<file path="config.mk">
export PLATFORM = sky130hd
export DESIGN_NAME = uart_tx_buf
export DESIGN_NICKNAME = d
export VERILOG_FILES = /design/src/rtl/uart_pkg.sv /design/src/rtl/uart_tx_fifo.sv /design/src/rtl/uart_tx_buf.sv
export SDC_FILE = /design/constraint.sdc
export NUM_CORES = 1
export LEC_CHECK = 0
export BUFFER_PORTS_ARGS = -buffer_cell sky130_fd_sc_hd__buf_2
export CAP_MARGIN = 20
export CELL_PAD_IN_SITES_DETAIL_PLACEMENT = 0
export CELL_PAD_IN_SITES_GLOBAL_PLACEMENT = 1
export CORE_UTILIZATION = 35
export DETAILED_ROUTE_END_ITERATION = 6
export GPL_ROUTABILITY_DRIVEN = 0
export PLACE_DENSITY = 0.66
export RECOVER_POWER = 50
export SLEW_MARGIN = 20
export SYNTH_ARGS = -nofsm -noshare
export SYNTH_HDL_FRONTEND = slang
export SYNTH_SLANG_ARGS = --single-unit
</file>
<file path="constraint.sdc">
create_clock -name clk -period 4.3 [get_ports clk]
set_clock_uncertainty 0.1 [all_clocks]
set_input_delay 0.43 -clock clk [delete_from_list [all_inputs] [get_ports clk]]
set_output_delay 0.43 -clock clk [all_outputs]
set_load 0.005 [all_outputs]
</file>
<file path="src/rtl/uart_pkg.sv">
// Shared UART transmit definitions: FSM states, frame length and parity helper.
// UART_TX_PARITY_EN adds an even-parity bit and the PARITY state (11-bit frame).
package uart_pkg;

  localparam int unsigned DATA_BITS = 8;

`ifdef UART_TX_PARITY_EN
  localparam int unsigned FRAME_BITS = 11;

  typedef enum logic [2:0] {
    IDLE   = 3'd0,
    START  = 3'd1,
    DATA   = 3'd2,
    PARITY = 3'd3,
    STOP   = 3'd4
  } state_t;
`else
  localparam int unsigned FRAME_BITS = 10;

  typedef enum logic [2:0] {
    IDLE  = 3'd0,
    START = 3'd1,
    DATA  = 3'd2,
    STOP  = 3'd4
  } state_t;
`endif

  // Even parity: the bit that makes the total count of ones even.
  function automatic logic even_parity(input logic [DATA_BITS-1:0] d);
    return ^d;
  endfunction

endpackage

</file>
<file path="src/rtl/uart_tx_fifo.sv">
// Single-clock byte FIFO with registered count and full/empty flags; show-ahead read.
// A write while full is dropped even if a read happens on the same edge.
module uart_tx_fifo #(
  parameter int unsigned AW = 4
) (
  input  logic       clk,
  input  logic       rstn,
  input  logic       wr_en,
  input  logic [7:0] wdata,
  input  logic       rd_en,
  output logic [7:0] rdata_c,
  output logic       full,
  output logic       empty
);

  localparam int unsigned DEPTH = 2**AW;
  localparam int unsigned CW    = AW + 1;

  logic [7:0]    mem [DEPTH];
  logic [AW-1:0] wptr;
  logic [AW-1:0] rptr;
  logic [CW-1:0] cnt;
  logic [CW-1:0] cnt_nxt;
  logic          wr_ok;
  logic          rd_ok;

  always_comb begin
    wr_ok   = wr_en && !full;
    rd_ok   = rd_en && !empty;
    cnt_nxt = cnt;
    case ({wr_ok, rd_ok})
      2'b10:   cnt_nxt = cnt + CW'(1);
      2'b01:   cnt_nxt = cnt - CW'(1);
      default: cnt_nxt = cnt;
    endcase
  end

  assign rdata_c = mem[rptr];

  always_ff @(posedge clk) begin
    if (wr_ok) mem[wptr] <= wdata;
  end

  // Pointers wrap naturally at AW bits; flags track the next count so they stay registered.
  always_ff @(posedge clk or negedge rstn) begin
    if (!rstn) begin
      wptr  <= '0;
      rptr  <= '0;
      cnt   <= '0;
      full  <= 1'b0;
      empty <= 1'b1;
    end else begin
      if (wr_ok) wptr <= wptr + AW'(1);
      if (rd_ok) rptr <= rptr + AW'(1);
      cnt   <= cnt_nxt;
      full  <= (cnt_nxt == CW'(DEPTH));
      empty <= (cnt_nxt == '0);
    end
  end

endmodule

</file>
<file path="src/rtl/uart_tx_buf.sv">
// Buffered UART transmitter: byte FIFO feeding a start/data/stop framing FSM.
// Define UART_TX_PARITY_EN to insert an even-parity bit before the stop bit.
module uart_tx_buf
  import uart_pkg::*;
#(
  parameter int unsigned CLK_PER_HALF_BIT = 5208,
  parameter int unsigned FIFO_AW          = 4
) (
  input  logic       clk,
  input  logic       rstn,
  input  logic [7:0] sdata,
  input  logic       tx_start,
  output logic       tx_ready,
  output logic       txd,
  output logic       tx_busy,
  output logic       ovf
);

  localparam int unsigned BIT_CLKS = 2 * CLK_PER_HALF_BIT;
  localparam int unsigned TW       = $clog2(BIT_CLKS);
  localparam int unsigned BCW      = $clog2(DATA_BITS);

  state_t         state_q;
  state_t         state_d;
  logic [TW-1:0]  timer_q;
  logic [TW-1:0]  timer_d;
  logic [BCW-1:0] bit_q;
  logic [BCW-1:0] bit_d;
  logic [7:0]     shreg_q;
  logic [7:0]     shreg_d;
  logic           txd_d;
  logic           pop_c;
  logic           bit_done_c;
  logic           fifo_full;
  logic           fifo_empty;
  logic [7:0]     fifo_rdata_c;
`ifdef UART_TX_PARITY_EN
  logic           par_q;
  logic           par_d;
`endif

  uart_tx_fifo #(
    .AW (FIFO_AW)
  ) u_fifo (
    .clk     (clk),
    .rstn    (rstn),
    .wr_en   (tx_start),
    .wdata   (sdata),
    .rd_en   (pop_c),
    .rdata_c (fifo_rdata_c),
    .full    (fifo_full),
    .empty   (fifo_empty)
  );

  assign tx_ready   = !fifo_full;
  assign tx_busy    = (state_q != IDLE) || !fifo_empty;
  assign bit_done_c = (timer_q == TW'(BIT_CLKS - 1));

  // Next-state, shifter and line-level logic; txd is the registered image of the next state.
  always_comb begin
    state_d = state_q;
    timer_d = timer_q + TW'(1);
    bit_d   = bit_q;
    shreg_d = shreg_q;
    pop_c   = 1'b0;
    txd_d   = 1'b1;
`ifdef UART_TX_PARITY_EN
    par_d   = par_q;
`endif
    if (bit_done_c) timer_d = '0;

    case (state_q)
      IDLE: begin
        timer_d = '0;
        if (!fifo_empty) begin
          pop_c   = 1'b1;
          shreg_d = fifo_rdata_c;
`ifdef UART_TX_PARITY_EN
          par_d   = even_parity(fifo_rdata_c);
`endif
          state_d = START;
        end
      end
      START: begin
        if (bit_done_c) begin
          state_d = DATA;
          bit_d   = '0;
        end
      end
      DATA: begin
        if (bit_done_c) begin
          shreg_d = {1'b0, shreg_q[7:1]};
          if (bit_q == BCW'(DATA_BITS - 1)) begin
`ifdef UART_TX_PARITY_EN
            state_d = PARITY;
`else
            state_d = STOP;
`endif
          end else begin
            bit_d = bit_q + BCW'(1);
          end
        end
      end
`ifdef UART_TX_PARITY_EN
      PARITY: begin
        if (bit_done_c) state_d = STOP;
      end
`endif
      STOP: begin
        // Chain straight into the next start bit when more bytes are queued.
        if (bit_done_c) begin
          if (!fifo_empty) begin
            pop_c   = 1'b1;
            shreg_d = fifo_rdata_c;
`ifdef UART_TX_PARITY_EN
            par_d   = even_parity(fifo_rdata_c);
`endif
            state_d = START;
          end else begin
            state_d = IDLE;
          end
        end
      end
      default: begin
        state_d = IDLE;
        timer_d = '0;
      end
    endcase

    case (state_d)
      START:   txd_d = 1'b0;
      DATA:    txd_d = shreg_d[0];
`ifdef UART_TX_PARITY_EN
      PARITY:  txd_d = par_d;
`endif
      default: txd_d = 1'b1;
    endcase
  end

  always_ff @(posedge clk or negedge rstn) begin
    if (!rstn) begin
      state_q <= IDLE;
      timer_q <= '0;
      bit_q   <= '0;
      shreg_q <= '0;
      txd     <= 1'b1;
      ovf     <= 1'b0;
`ifdef UART_TX_PARITY_EN
      par_q   <= 1'b0;
`endif
    end else begin
      state_q <= state_d;
      timer_q <= timer_d;
      bit_q   <= bit_d;
      shreg_q <= shreg_d;
      txd     <= txd_d;
      ovf     <= ovf || (tx_start && fifo_full);
`ifdef UART_TX_PARITY_EN
      par_q   <= par_d;
`endif
    end
  end

endmodule

</file>
* After elaboration in Yosys (flattened, before gate mapping) *
Memories as Yosys holds them, arrays and structs flattened.
Cells that the tools add are included.

cells by class
  $add $sub $neg = 6
  eq/ne operators = 14
  mux-type cells = 24
  reductions and logical operators = 15

operators with widths
  operator                 number
  $mux W14                 2
  $mux W3                  8
  $mux W8                  3
  $pmux W8 S3              1
  $add A14 B1 Y14 const B  1
  $eq A14 B14 Y1 const B   1
  $pmux W3 S4              1
  $pmux W5 S2              1
  $add A4 B1 Y4 const B    2
  $ne A2 B2 Y1 const B     4
  $eq A3 B1 Y1 const B     2
  $eq A3 B2 Y1 const B     2
  $eq A3 B3 Y1 const B     2
  $pmux W3 S2              1
  $reduce_bool A3 Y1       2
  $add A5 B1 Y5 const B    1
  $eq A5 B5 Y1 const B     1
  $logic_not A5 Y1         1
  $mux W1                  5
  $sub A5 B1 Y5 const B    1
  $pmux W1 S2              2
  $reduce_and A4 Y1        1
  $add A3 B1 Y3 const B    1
  $logic_and A1 B1 Y1      3
  8 further kinds          10

word-level totals
  flip-flop bits (word level) = 45
  bits in writable memories = 128
  input port bits = 11
  output and inout port bits = 4
  word-level logic and storage cells = 72
  memories = 1

memory list
  memory      words  bits a word  read ports  clocked after memory_dff  wr ports  line                source
  u_fifo.mem  16     8            1           0                         1         uart_tx_fifo.sv:19  logic [7:0] mem [DEPTH];

* Logic depth before layout (Yosys ltp) *
  word-level depth = 7
  depth in mapped cells = 12
  gate-level depth less buffers = 11

* By module *
Synthesis repeated with hierarchy kept, for this count alone.

second synthesis, totals
  cells, all modules = 425
  area total of the unflattened synthesis = 7294.5 µm²

by module, submodules not included
  module        instances  cells an instance  area each (µm²)  seq. area each (µm²)
  uart_tx_fifo  1          276                5761.8           4220.3
  uart_tx_buf   1          149                1532.7           752.0

* Worst setup path after synthesis *
OpenSTA, ideal clock, no wires.

  path kind = flip-flop to flip-flop
  start point = register timer_q[0]
  end point = register u_fifo.empty
  library setup time = 0.061 ns
  arrival = 3.046 ns
  data required time = 4.139 ns
  setup slack = 1.093 ns
  cell stages (with the launch flop) = 13
  buffers on the path = 1
  clock period less this slack = 3.207 ns
  cells stage by stage = dfrtp_1 ha_1 and4_1 nand4_2 a2111oi_4 buf_6 ha_1 ha_1 a21o_1 a21oi_1 mux2i_1 xor2_1 and2_1

between the ends
  longest elaborated chain between the ends = 7
  elaborated cells on any way between the ends = 8
  classes of those cells = eq/ne (3); mux (3); reduce/logical (2)

ends and longest elaborated chain
  what                                          line                source
  start, declared                               uart_tx_buf.sv:25   logic [TW-1:0] timer_q;
  start signal, assigned                        uart_tx_buf.sv:153  timer_q <= timer_d;
  $eq A14 B14 Y1 *                              uart_tx_buf.sv:57   assign bit_done_c = (timer_q == TW'(BIT_CLKS - 1));
  $mux W1 *                                     uart_tx_buf.sv:111  if (bit_done_c) begin
  $pmux W1 S2 *                                 uart_tx_buf.sv:72   case (state_q)
  $logic_and A1 B1 Y1 *                         uart_tx_fifo.sv:29  rd_ok = rd_en && !empty;
  via u_fifo.rd_ok                              uart_tx_fifo.sv:25  logic rd_ok;
  $eq A2 B1 Y1 or $eq A2 B2 Y1 (tied branches)  uart_tx_fifo.sv:31  case ({wr_ok, rd_ok})
  $pmux W5 S2 *                                 uart_tx_fifo.sv:31
  $logic_not A5 Y1 *                            uart_tx_fifo.sv:57  empty <= (cnt_nxt == '0);
  end signal, assigned                          uart_tx_fifo.sv:57
  end, declared                                 uart_tx_fifo.sv:13  output logic empty

Mark *: on every way through the listed nets, which the timed path passes. The rest lies on a longest branch.
A chain may end at the register's enable or synchronous reset.

* Worst setup path in the final report *
  start point = register timer_q[0]
  end point = register u_fifo.empty

between the ends
  longest elaborated chain between the ends = 7
  elaborated cells on any way between the ends = 8
  classes of those cells = eq/ne (3); mux (3); reduce/logical (2)

ends and longest elaborated chain
  what                                          line
  $eq A14 B14 Y1 *                              uart_tx_buf.sv:57
  $mux W1 *                                     uart_tx_buf.sv:111
  $pmux W1 S2 *                                 uart_tx_buf.sv:72
  $logic_and A1 B1 Y1 *                         uart_tx_fifo.sv:29
  $eq A2 B1 Y1 or $eq A2 B2 Y1 (tied branches)  uart_tx_fifo.sv:31
  $pmux W5 S2 *                                 uart_tx_fifo.sv:31
  $logic_not A5 Y1 *                            uart_tx_fifo.sv:57

Every way passes the cells marked *; elsewhere a longest branch is shown, timed or not.

==> results.sh <==
export IMPL_dieArea_um2=21000
export IMPL_syn_nets=439
export IMPL_pwr_share_seq=0.463
export IMPL_syn_avg_cell_area_um2=17.2
export IMPL_cts_setup_buffers=0
export IMPL_leakage_nw=2.86
export IMPL_ys_top_cells_by_area="edfxtp_1 (54%), dfrtp_1 (15%), mux4_2 (10%)"
export IMPL_syn_area_um2=7160
export IMPL_synth_seq_cells=173
export IMPL_cts_buffers=17
export IMPL_synth_distinct_cells=52
export IMPL_die_x_um=145
export IMPL_tightestPinTransition_ns=2.48
export IMPL_fmax_mhz=291
export IMPL_clock_tree_buffer_depth=2
export IMPL_drc=0
export IMPL_drive_gt1_frac=0.199
export IMPL_cts_root_buf="clkbuf_16"
export IMPL_crit_required_ns=4.57
export IMPL_maxCapViolations=1
export IMPL_clk_pin_slew_ns=0.07
export IMPL_core_area_um2=19800
export IMPL_grt_total_usage=0.139
export IMPL_vias_per_cell=5.00
export IMPL_violations="max-capacitance violations, max-slew violations"
export IMPL_setup_viol=0
export IMPL_synth_cells=415
export IMPL_hold_buffers=0
export IMPL_dr_total_vias=3563
export IMPL_p_int_mw=3.49
export IMPL_seq_area_frac_synth=0.695
export IMPL_power_density_nw_per_um2=622
export IMPL_num_rows=51
export IMPL_grt_pass1_vias=3849
export IMPL_n_fill_cell=1789
export IMPL_start_util=0.362
export IMPL_final_cell_area_um2=8120
export IMPL_worstSetupEndpointType="flip-flop"
export IMPL_p_sw_frac=0.309
export IMPL_yosysWarnings=0
export IMPL_async_flop_share=0.260
export IMPL_hold_path_class="primary input to flip-flop"
export IMPL_synth_area_leader_cell="edfxtp_1"
export IMPL_rsz0062_at_grt="no"
export IMPL_antennaDiodeCount=0
export IMPL_nets=459
export IMPL_path_class="flip-flop to flip-flop"
export IMPL_cp_max_fo=12
export IMPL_die_h_um=145
export IMPL_first_pass_iters=4
export IMPL_worst_ep_arrival_time_ns=3.70
export IMPL_pwr_share_comb=0.226
export IMPL_wire_per_inst_um=19.0
export IMPL_ys_top_cells_by_count="edfxtp_1 (128), dfrtp_1 (43), mux4_2 (32)"
export IMPL_start_kind="flip-flop"
export IMPL_antenna_found_initial=0
export IMPL_synth_most_common_cell="edfxtp_1"
export IMPL_dp_hpwl_um=8530
export IMPL_totalWireLength_um=13600
export IMPL_max_vdd_ir_drop_uv=296
export IMPL_insertion_delay_ns=0.42
export IMPL_hold_viol_final=0
export IMPL_cts_tree="done"
export IMPL_area_growth_pct=13.5
export IMPL_ys_flop_type="edfxtp_1"
export IMPL_setup_tns_ns=0
export IMPL_min_period_ns=3.43
export IMPL_yosys_area_top_type_share=0.537
export IMPL_ant_nets=0
export IMPL_grt_pass1_wl_um=21900
export IMPL_clock_power_share=0.311
export IMPL_placed_cell_area_um2=7500
export IMPL_status="finished, violations left"
export IMPL_cts_repair_resized=0
export IMPL_grt_max_degree=46
export IMPL_synth_edf_count=128
export IMPL_p_sw_mw=1.56
export IMPL_slew_headroom=-0.655
export IMPL_htreeDepth=4
export IMPL_drt_initial_drc_count=168
export IMPL_period_share=0.798
export IMPL_slew_viol_final=46
export IMPL_grt_overflow_total=0
export IMPL_cts_sinks=173
export IMPL_ios=15
export IMPL_io_buffers=14
sequential cells by signal (all words and copies together) (netlist names):
name          count
u_fifo.mem      128
timer_q          14
shreg_q           8
u_fifo.cnt        5
u_fifo.rptr       4
u_fifo.wptr       4
bit_q             3
state_q           3
ovf               1
txd               1
u_fifo.empty      1
u_fifo.full       1
cell families after synthesis:
logic type	after synthesis	synth area share
simple gates	93	0.0731
compound gates	51	0.0565
mux	36	0.107
flops	173	0.695
buf+inv	26	0.0159
fa+ha+maj	13	0.0238
xor+xnor	23	0.0292
cell type report:
cell class / count / area, um^2 / share of cell area
clock buffer: 17 / 425 / 0.0524
sequential: 173 / 4970 / 0.612
tap: 265 / 332 / 0.0408
multi-input combinational: 216 / 2070 / 0.255
timing repair buffer: 18 / 91.3 / 0.0112
inverter: 9 / 33.8 / 0.00416
clock inverter: 15 / 196 / 0.0242
power groups by stage:
stage / Clock (mW) / Sequential [mW] / Combinational, mW
6_report: 1.57 / 2.34 / 1.14
5_1_grt: 1.67 / 2.38 / 1.27
4_1_cts: 1.61 / 2.35 / 1.16
3_5_place_dp: 0 / 2.38 / 1.16
3_3_place_gp: 0 / 2.37 / 1.14
2_1_floorplan: 0 / 2.21 / 0.977
worst paths after layout:
kind,start,to,slack [ns],depth (start not counted)
worst max-delay path,timer_q[0],u_fifo.empty,0.87,11
worst min-delay path,tx_start,ovf,0.12,2
worst max register to register,timer_q[0],u_fifo.empty,0.87,11
worst min register to register,ovf,ovf,0.36,1
max in group asynchronous,rstn,u_fifo.rptr[0],1.29,2
min in group asynchronous,rstn,timer_q[11],1.21,2
cells in the final DEF (no fill, tap or decap), types with 2 or more instances in the layout:
cell type,count
a21boi_0,5
a21boi_2,2
a21o_1,3
a21oi_1,5
a221o_1,7
a22o_1,2
a22oi_1,16
and2_1,18
and3_1,2
buf_2,5
buf_4,3
clkbuf_1,9
clkbuf_16,17
clkinv_4,3
clkinv_8,4
dfrtp_1,41
dfrtp_2,2
dfstp_2,2
edfxtp_1,128
ha_1,12
inv_1,9
inv_6,2
inv_8,3
mux2_2,3
mux4_2,32
nand2_1,14
nand3_1,6
nand3b_1,2
nand4_1,3
nor2_1,25
nor2b_1,5
nor3_1,4
nor3b_1,2
o21ai_0,6
xnor2_1,12
xor2_1,10
routing by layer:
layer / wire (um) / vias to the layer above / share of wire / global-route usage
met2: 6770 / 51 / 0.50 / 0.231
met4: 112 / 0 / 0.0083 / 0.0372
met5: 0 / - / 0 / 0
li1: - / 1644 / - / -
met3: 452 / 12 / 0.033 / 0.0346
met1: 6220 / 1856 / 0.46 / 0.181
worst max-delay path: stages, from the launching register on:
cell	delay, ns
dfrtp_1	0.40
ha_1	0.24
and4_1	0.22
nand4_2	0.31
a2111oi_4	0.47
ha_1	0.34
ha_1	0.31
a21o_1	0.19
a21oi_1	0.17
mux2i_1	0.24
xor2_1	0.23
and2_1	0.16
per-stage QoR:
step | total power [mW] | setup WS [ns] | utilization | hold WS [ns] | std cells
after floorplan | 3.19 | 1.09 | - | 0.0344 | 415
after CTS | 5.12 | 0.838 | 0.411 | 0.113 | 712
after global placement | 3.51 | 0.978 | 0.379 | 0.336 | 680
after detailed placement | 3.54 | 0.872 | 0.379 | 0.347 | 680
final | 5.05 | 0.867 | 0.411 | 0.125 | 713
after global routing | 5.32 | 0.554 | 0.411 | 0.128 | 713
(Power assumes the default switching activity.)
